[src/rtl/text_console_writer_if.sv]
// rtl/text_console_writer_if.sv - byte stream in, character RAM write port and cursor/status out
interface text_console_writer_if;
  logic        in_valid;
  logic [7:0]  in_data;
  logic        in_ready;
  logic        clear_req;
  logic [12:0] ram_addr;
  logic        ram_we;
  logic [6:0]  ram_data;
  logic [6:0]  cursor_col;
  logic [5:0]  cursor_row;
  logic        busy;

  modport master (
    output in_valid, in_data, clear_req,
    input  in_ready, ram_addr, ram_we, ram_data, cursor_col, cursor_row, busy
  );

  modport slave (
    input  in_valid, in_data, clear_req,
    output in_ready, ram_addr, ram_we, ram_data, cursor_col, cursor_row, busy
  );
endinterface

[src/rtl/text_console_writer.sv]
// rtl/text_console_writer.sv - ASCII byte stream to 80x60 character RAM writer with cursor and full clear
// Optional: CONSOLE_CLEAR_ON_RESET_EN makes reset start a full-screen clear.
module text_console_writer #(
  parameter int COLS = 80,
  parameter int ROWS = 60
) (
  input logic clk,
  input logic rst,
  text_console_writer_if.slave bus
);
  localparam logic [0:0]  IDLE      = 1'b0;
  localparam logic [0:0]  CLEAR     = 1'b1;
  localparam logic [6:0]  SPACE     = 7'h20;
  localparam logic [6:0]  LAST_COL  = 7'(COLS - 1);
  localparam logic [5:0]  LAST_ROW  = 6'(ROWS - 1);
  localparam logic [12:0] ROW_PITCH = 13'(COLS);
  localparam logic [12:0] CELLS     = 13'(COLS * ROWS);

  logic [0:0]  state;
  logic [6:0]  col;
  logic [5:0]  row;
  logic [12:0] lin;      // always row*COLS + col, kept incrementally
  logic [12:0] clrAddr;  // next address the clear sequence writes
  logic        ramWe;
  logic [12:0] ramAddr;
  logic [6:0]  ramData;

  logic        inReady;
  logic        accept;
  logic        startClr;
  logic [12:0] rowBase;

  assign inReady  = (state == IDLE) && !bus.clear_req;
  assign accept   = bus.in_valid && inReady;
  assign startClr = (state == IDLE) && (bus.clear_req || (accept && bus.in_data == 8'h0C));
  assign rowBase  = lin - {6'd0, col};

  always_ff @(posedge clk) begin
    if (rst) begin
      ramWe   <= 1'b0;
      ramAddr <= '0;
      ramData <= SPACE;
      col     <= '0;
      row     <= '0;
      lin     <= '0;
      clrAddr <= '0;
`ifdef CONSOLE_CLEAR_ON_RESET_EN
      state   <= CLEAR;
`else
      state   <= IDLE;
`endif
    end else begin
      ramWe <= 1'b0;
      case (state)
        CLEAR: begin
          if (clrAddr == CELLS) begin
            state <= IDLE;
          end else begin
            ramWe   <= 1'b1;
            ramAddr <= clrAddr;
            ramData <= SPACE;
            clrAddr <= clrAddr + 13'd1;
          end
        end
        default: begin
          if (startClr) begin
            // Address 0 goes out on the edge that starts the clear.
            state   <= CLEAR;
            ramWe   <= 1'b1;
            ramAddr <= '0;
            ramData <= SPACE;
            clrAddr <= 13'd1;
            col     <= '0;
            row     <= '0;
            lin     <= '0;
          end else if (accept) begin
            if (bus.in_data >= 8'h20 && bus.in_data <= 8'h7E) begin
              ramWe   <= 1'b1;
              ramAddr <= lin;
              ramData <= bus.in_data[6:0];
              if (col == LAST_COL) begin
                col <= '0;
                if (row == LAST_ROW) begin
                  row <= '0;
                  lin <= '0;
                end else begin
                  row <= row + 6'd1;
                  lin <= lin + 13'd1;
                end
              end else begin
                col <= col + 7'd1;
                lin <= lin + 13'd1;
              end
            end else if (bus.in_data == 8'h0A) begin
              col <= '0;
              if (row == LAST_ROW) begin
                row <= '0;
                lin <= '0;
              end else begin
                row <= row + 6'd1;
                lin <= rowBase + ROW_PITCH;
              end
            end else if (bus.in_data == 8'h0D) begin
              col <= '0;
              lin <= rowBase;
            end else if (bus.in_data == 8'h08) begin
              // Stepping back from col 0 lands on the previous row's last cell, still lin-1.
              if (col != 7'd0 || row != 6'd0) begin
                ramWe   <= 1'b1;
                ramAddr <= lin - 13'd1;
                ramData <= SPACE;
                lin     <= lin - 13'd1;
                if (col != 7'd0) begin
                  col <= col - 7'd1;
                end else begin
                  col <= LAST_COL;
                  row <= row - 6'd1;
                end
              end
            end
          end
        end
      endcase
    end
  end

  assign bus.in_ready   = inReady;
  assign bus.ram_we     = ramWe;
  assign bus.ram_addr   = ramAddr;
  assign bus.ram_data   = ramData;
  assign bus.cursor_col = col;
  assign bus.cursor_row = row;
  assign bus.busy       = (state == CLEAR);
endmodule
[src/flat_wrapper.sv]
// flat-port wrapper written by rule: the top's interface ports become plain ports
module text_console_writer_flat 
#(
  parameter int COLS = 80,
  parameter int ROWS = 60
)
  (clk, rst, bus_in_valid, bus_in_data, bus_clear_req, bus_in_ready, bus_ram_addr, bus_ram_we, bus_ram_data, bus_cursor_col, bus_cursor_row, bus_busy);
  text_console_writer_if bus_i ();
  input logic clk;
  input logic rst;
  input wire logic [$bits(bus_i.in_valid)-1:0] bus_in_valid;
  input wire logic [$bits(bus_i.in_data)-1:0] bus_in_data;
  input wire logic [$bits(bus_i.clear_req)-1:0] bus_clear_req;
  output wire logic [$bits(bus_i.in_ready)-1:0] bus_in_ready;
  output wire logic [$bits(bus_i.ram_addr)-1:0] bus_ram_addr;
  output wire logic [$bits(bus_i.ram_we)-1:0] bus_ram_we;
  output wire logic [$bits(bus_i.ram_data)-1:0] bus_ram_data;
  output wire logic [$bits(bus_i.cursor_col)-1:0] bus_cursor_col;
  output wire logic [$bits(bus_i.cursor_row)-1:0] bus_cursor_row;
  output wire logic [$bits(bus_i.busy)-1:0] bus_busy;
  assign bus_i.in_valid = bus_in_valid;
  assign bus_i.in_data = bus_in_data;
  assign bus_i.clear_req = bus_clear_req;
  assign bus_in_ready = bus_i.in_ready;
  assign bus_ram_addr = bus_i.ram_addr;
  assign bus_ram_we = bus_i.ram_we;
  assign bus_ram_data = bus_i.ram_data;
  assign bus_cursor_col = bus_i.cursor_col;
  assign bus_cursor_row = bus_i.cursor_row;
  assign bus_busy = bus_i.busy;
  text_console_writer #(.COLS(COLS), .ROWS(ROWS)) u_core (.clk(clk), .rst(rst), .bus(bus_i));
endmodule
[config.mk]
export PLATFORM = sky130hd
export DESIGN_NAME = text_console_writer_flat
export DESIGN_NICKNAME = d
export VERILOG_FILES = /design/src/rtl/text_console_writer_if.sv /design/src/rtl/text_console_writer.sv /design/src/flat_wrapper.sv
export SDC_FILE = /design/constraint.sdc
export NUM_CORES = 1
export LEC_CHECK = 0
export CAP_MARGIN = 5
export CORE_MARGIN = 2
export CORE_UTILIZATION = 50
export DETAILED_ROUTE_END_ITERATION = 8
export DONT_BUFFER_PORTS = 1
export GPL_TIMING_DRIVEN = 1
export PLACE_DENSITY_LB_ADDON = 0.25
export SKIP_CTS_REPAIR_TIMING = 1
export SYNTH_ARGS = -nofsm -noshare
export SYNTH_HDL_FRONTEND = slang
export SYNTH_SLANG_ARGS = --single-unit
export TNS_END_PERCENT = 50
[constraint.sdc]
create_clock -name clk -period 3.35 [get_ports clk]
set_clock_uncertainty 0.05 [all_clocks]
set_input_delay 0.5025 -clock clk [delete_from_list [all_inputs] [get_ports clk]]
set_output_delay 0.5025 -clock clk [all_outputs]
set_load 0.01 [all_outputs]
==> flow_metrics.env <==
export IMPL_layout_common_cells="nor2_1 (72), nand2_1 (64), dfxtp_1 (61), a21oi_1 (46), nand3_1 (42)"
export IMPL_hold_class="input port to flop"
export IMPL_power_mw=2.038
export IMPL_syn_nets=674
export IMPL_worst_path_stages=12
export IMPL_synth_edf_count=0
export IMPL_drt_wl_total_microns=14240
export IMPL_area_growth_pct=7.924
export IMPL_end_kind="flop"
export IMPL_worst_pin_slew_ps=721.3
export IMPL_reg2reg_depth=12
export IMPL_layout_commonest_cell="nor2_1"
export IMPL_cts_root_buf="clkbuf_8"
export IMPL_yosysWarnings=0
export IMPL_cts_tree="built"
export IMPL_fmax_ghz=0.3233
export IMPL_io_pins=48
export IMPL_yosys_top_cells_area="dfxtp_1 (26%), nor2_1 (5.8%), nand2_1 (5.2%)"
export IMPL_clk_pin_slew_ps=80
export IMPL_nNetsFinal=665
export IMPL_place_congestion=0.9856
export IMPL_timing_final_ws_setup_ps=256.8
export IMPL_synth_largest_area_cell="dfxtp_1"
export IMPL_hold_viol_final=0
export IMPL_drv_cap=0
export IMPL_ir_drop_mv=0.1912
export IMPL_setup_viol=0
export IMPL_required_ps=3550
export IMPL_status="complete, no violations"
export IMPL_path_class="flop to flop"
export IMPL_initial_core_util_pct=50.96
export IMPL_dr_first_iter_drc_count=399
export IMPL_synth_seq_cells=61
export IMPL_hpwl_microns=10320
export IMPL_crit_arrival_ps=3290
export IMPL_yosysSeqAreaShare_pct=26.31
export IMPL_n_antenna_cell=0
export IMPL_drc=0
export IMPL_slowest_delay_ps=450
export IMPL_syn_area_per_cell_sq_um=7.208
export IMPL_cellPowerDensity_nw_per_um2=406.9
export IMPL_synth_area_sq_um=4642
export IMPL_crit_family="compound AO/OA/AOI/OAI gates"
export IMPL_synthFlopType="dfxtp_1"
export IMPL_grt_overflow_total=0
export IMPL_synthCells=644
export IMPL_fp_dieH_microns=100.4
export IMPL_die_area_sq_um=10070
export IMPL_clockBufferDepth=2
export IMPL_post_drt_wl_per_cell_microns=18.98
export IMPL_cts_buffers=9
export IMPL_first_global_vias=4488
export IMPL_cp_start_kind="flop"
export IMPL_path_cells="inv_1, ha_1, inv_1, fa_1, a211oi_1, o21ai_0, a21o_1, mux2i_1, a31oi_1, nor3b_1, xor2_1, o41ai_2"
export IMPL_antenna_found_initial=0
export IMPL_htreeDepth=3
export IMPL_firstDrtPassIters=6
export IMPL_setup_tns_ps=0
export IMPL_synth_cell_types=66
export IMPL_rsz0062_at_grt="no"
export IMPL_ant_nets=0
export IMPL_numPortBuffers=0
export IMPL_track_usage_pct=28.75
export IMPL_maxSlewViolCount=0
export IMPL_slowest_stage="fa_1"
export IMPL_grt_pass1_wl_microns=22910
export IMPL_coreArea_sq_um=9109
export IMPL_synth_top_area_share_pct=26.31
export IMPL_grt_max_degree=43
export IMPL_insertion_delay_ps=340
export IMPL_async_flop_share_pct=0
export IMPL_cts_sinks=61
export IMPL_die_w_microns=100.4
export IMPL_holdWs_ps=177.5
export IMPL_hold_depth=1
export IMPL_relSlewSlack_pct=51.47
export IMPL_place_ws_ps=234.2
export IMPL_leakagePower_nw=1.831
export IMPL_vias=4847
export IMPL_rows=35
export IMPL_min_period_ps=3093
export IMPL_cp_num_buf_inv=2
export IMPL_finalCritPeriodShare_pct=92.33
export IMPL_drt_vias_per_instance=6.463
export IMPL_drive_above_1_share_pct=9.546
export IMPL_cpMostUsedCell="inv_1"
export IMPL_cp_max_fo=9
==> per-layer routing <==
layer | share of wire [%] | track usage (%) | routed length [microns] | vias up
met2 | 46 | 44.55 | 6539 | 216
met5 | 0 | 0 | 0 | -
met1 | 44 | 39.03 | 6274 | 2284
met3 | 6.8 | 5.571 | 967 | 36
li1 | - | - | - | 2311
met4 | 3.2 | 12.22 | 454 | 0
==> layout make-up <==
| cell class | instances | area [sq um] |
|---|---|---|
| Inverter | 23 | 86.33 |
| Timing Repair Buffer | 24 | 180.2 |
| Clock inverter | 4 | 72.57 |
| Tap cell | 111 | 138.9 |
| Fill cell | 896 | 4099 |
| Multi-Input combinational cell | 516 | 3169 |
| Clock buffer | 11 | 141.4 |
| Sequential cell | 61 | 1221 |
==> per-stage QoR <==
stage / area [sq um] / utilization [%] / std cells
4_1_cts: 4996 / 54.85 / 750
3_5_place_dp: 4782 / 52.50 / 735
6_report: 5010 / 55.00 / 750
5_1_grt: 5010 / 55.00 / 750
2_1_floorplan: 4642 / - / 644
3_3_place_gp: 4782 / 52.50 / 735
==> where the power goes <==
| group | internal (mW) | switching (mW) | total, mW | leakage, nW |
|---|---|---|---|---|
| Clock | 0.435 | 0.314 | 0.749 | 0.105 |
| Combinational | 0.197 | 0.296 | 0.493 | 1.23 |
| Sequential | 0.753 | 0.0429 | 0.796 | 0.496 |
==> cell families (layout without fill, tap and decap cells) <==
| group | Yosys count | count (layout) | synth area share [%] |
|---|---|---|---|
| muxes | 6 | 6 | 1.294 |
| xor gates and xnor gates | 43 | 43 | 8.113 |
| and+or+nand+nor | 284 | 284 | 30.32 |
| AOI/OAI and AO/OA | 165 | 165 | 23.10 |
| adders and majority gates | 18 | 18 | 5.013 |
| buffers and inverters | 67 | 62 | 5.849 |
| DFF | 61 | 61 | 26.31 |
==> worst reg2reg max path: stages (launching register included) <==
cell	delay (ps)
dfxtp_1	400
inv_1	120
ha_1	160
inv_1	50
fa_1	450
a211oi_1	240
o21ai_0	180
a21o_1	290
mux2i_1	150
a31oi_1	340
nor3b_1	120
xor2_1	170
o41ai_2	290
==> cells in the mapped netlist, types with 7 or more instances <==
library cell and count:
xnor2_1 25, nand2b_1 7, and3_1 10, a211oi_1 11
nand2_1 64, nor2_1 72, a31oi_1 7, clkbuf_1 29
ha_1 17, a21oi_1 46, nand3_1 42, a221oi_1 14
nand4_1 10, xor2_1 18, nor4_1 10, dfxtp_1 61
o21ai_0 36, nor3_1 32, inv_1 23, buf_2 10
or3_1 7
==> state kept, by name, summed over array words and instances, names as in the netlist <==
name,flops
u_core.clrAddr,13
u_core.bus.ram_we,1
u_core.bus.cursor_row,6
u_core.bus.busy,1
u_core.bus.cursor_col,7
u_core.bus.ram_data,7
u_core.lin,13
u_core.bus.ram_addr,13
==> path summary, 6_finish.rpt <==
check                                             from                endpoint  slack, ps
worst max-delay path                     u_core.lin[0]          u_core.lin[11]        260
worst min-delay path                               rst           u_core.lin[6]        180
worst max register to register           u_core.lin[0]          u_core.lin[11]        260
worst min register to register  u_core.bus.ram_data[1]  u_core.bus.ram_data[1]        450
Note: power is estimated with default switching activity, not from simulation.
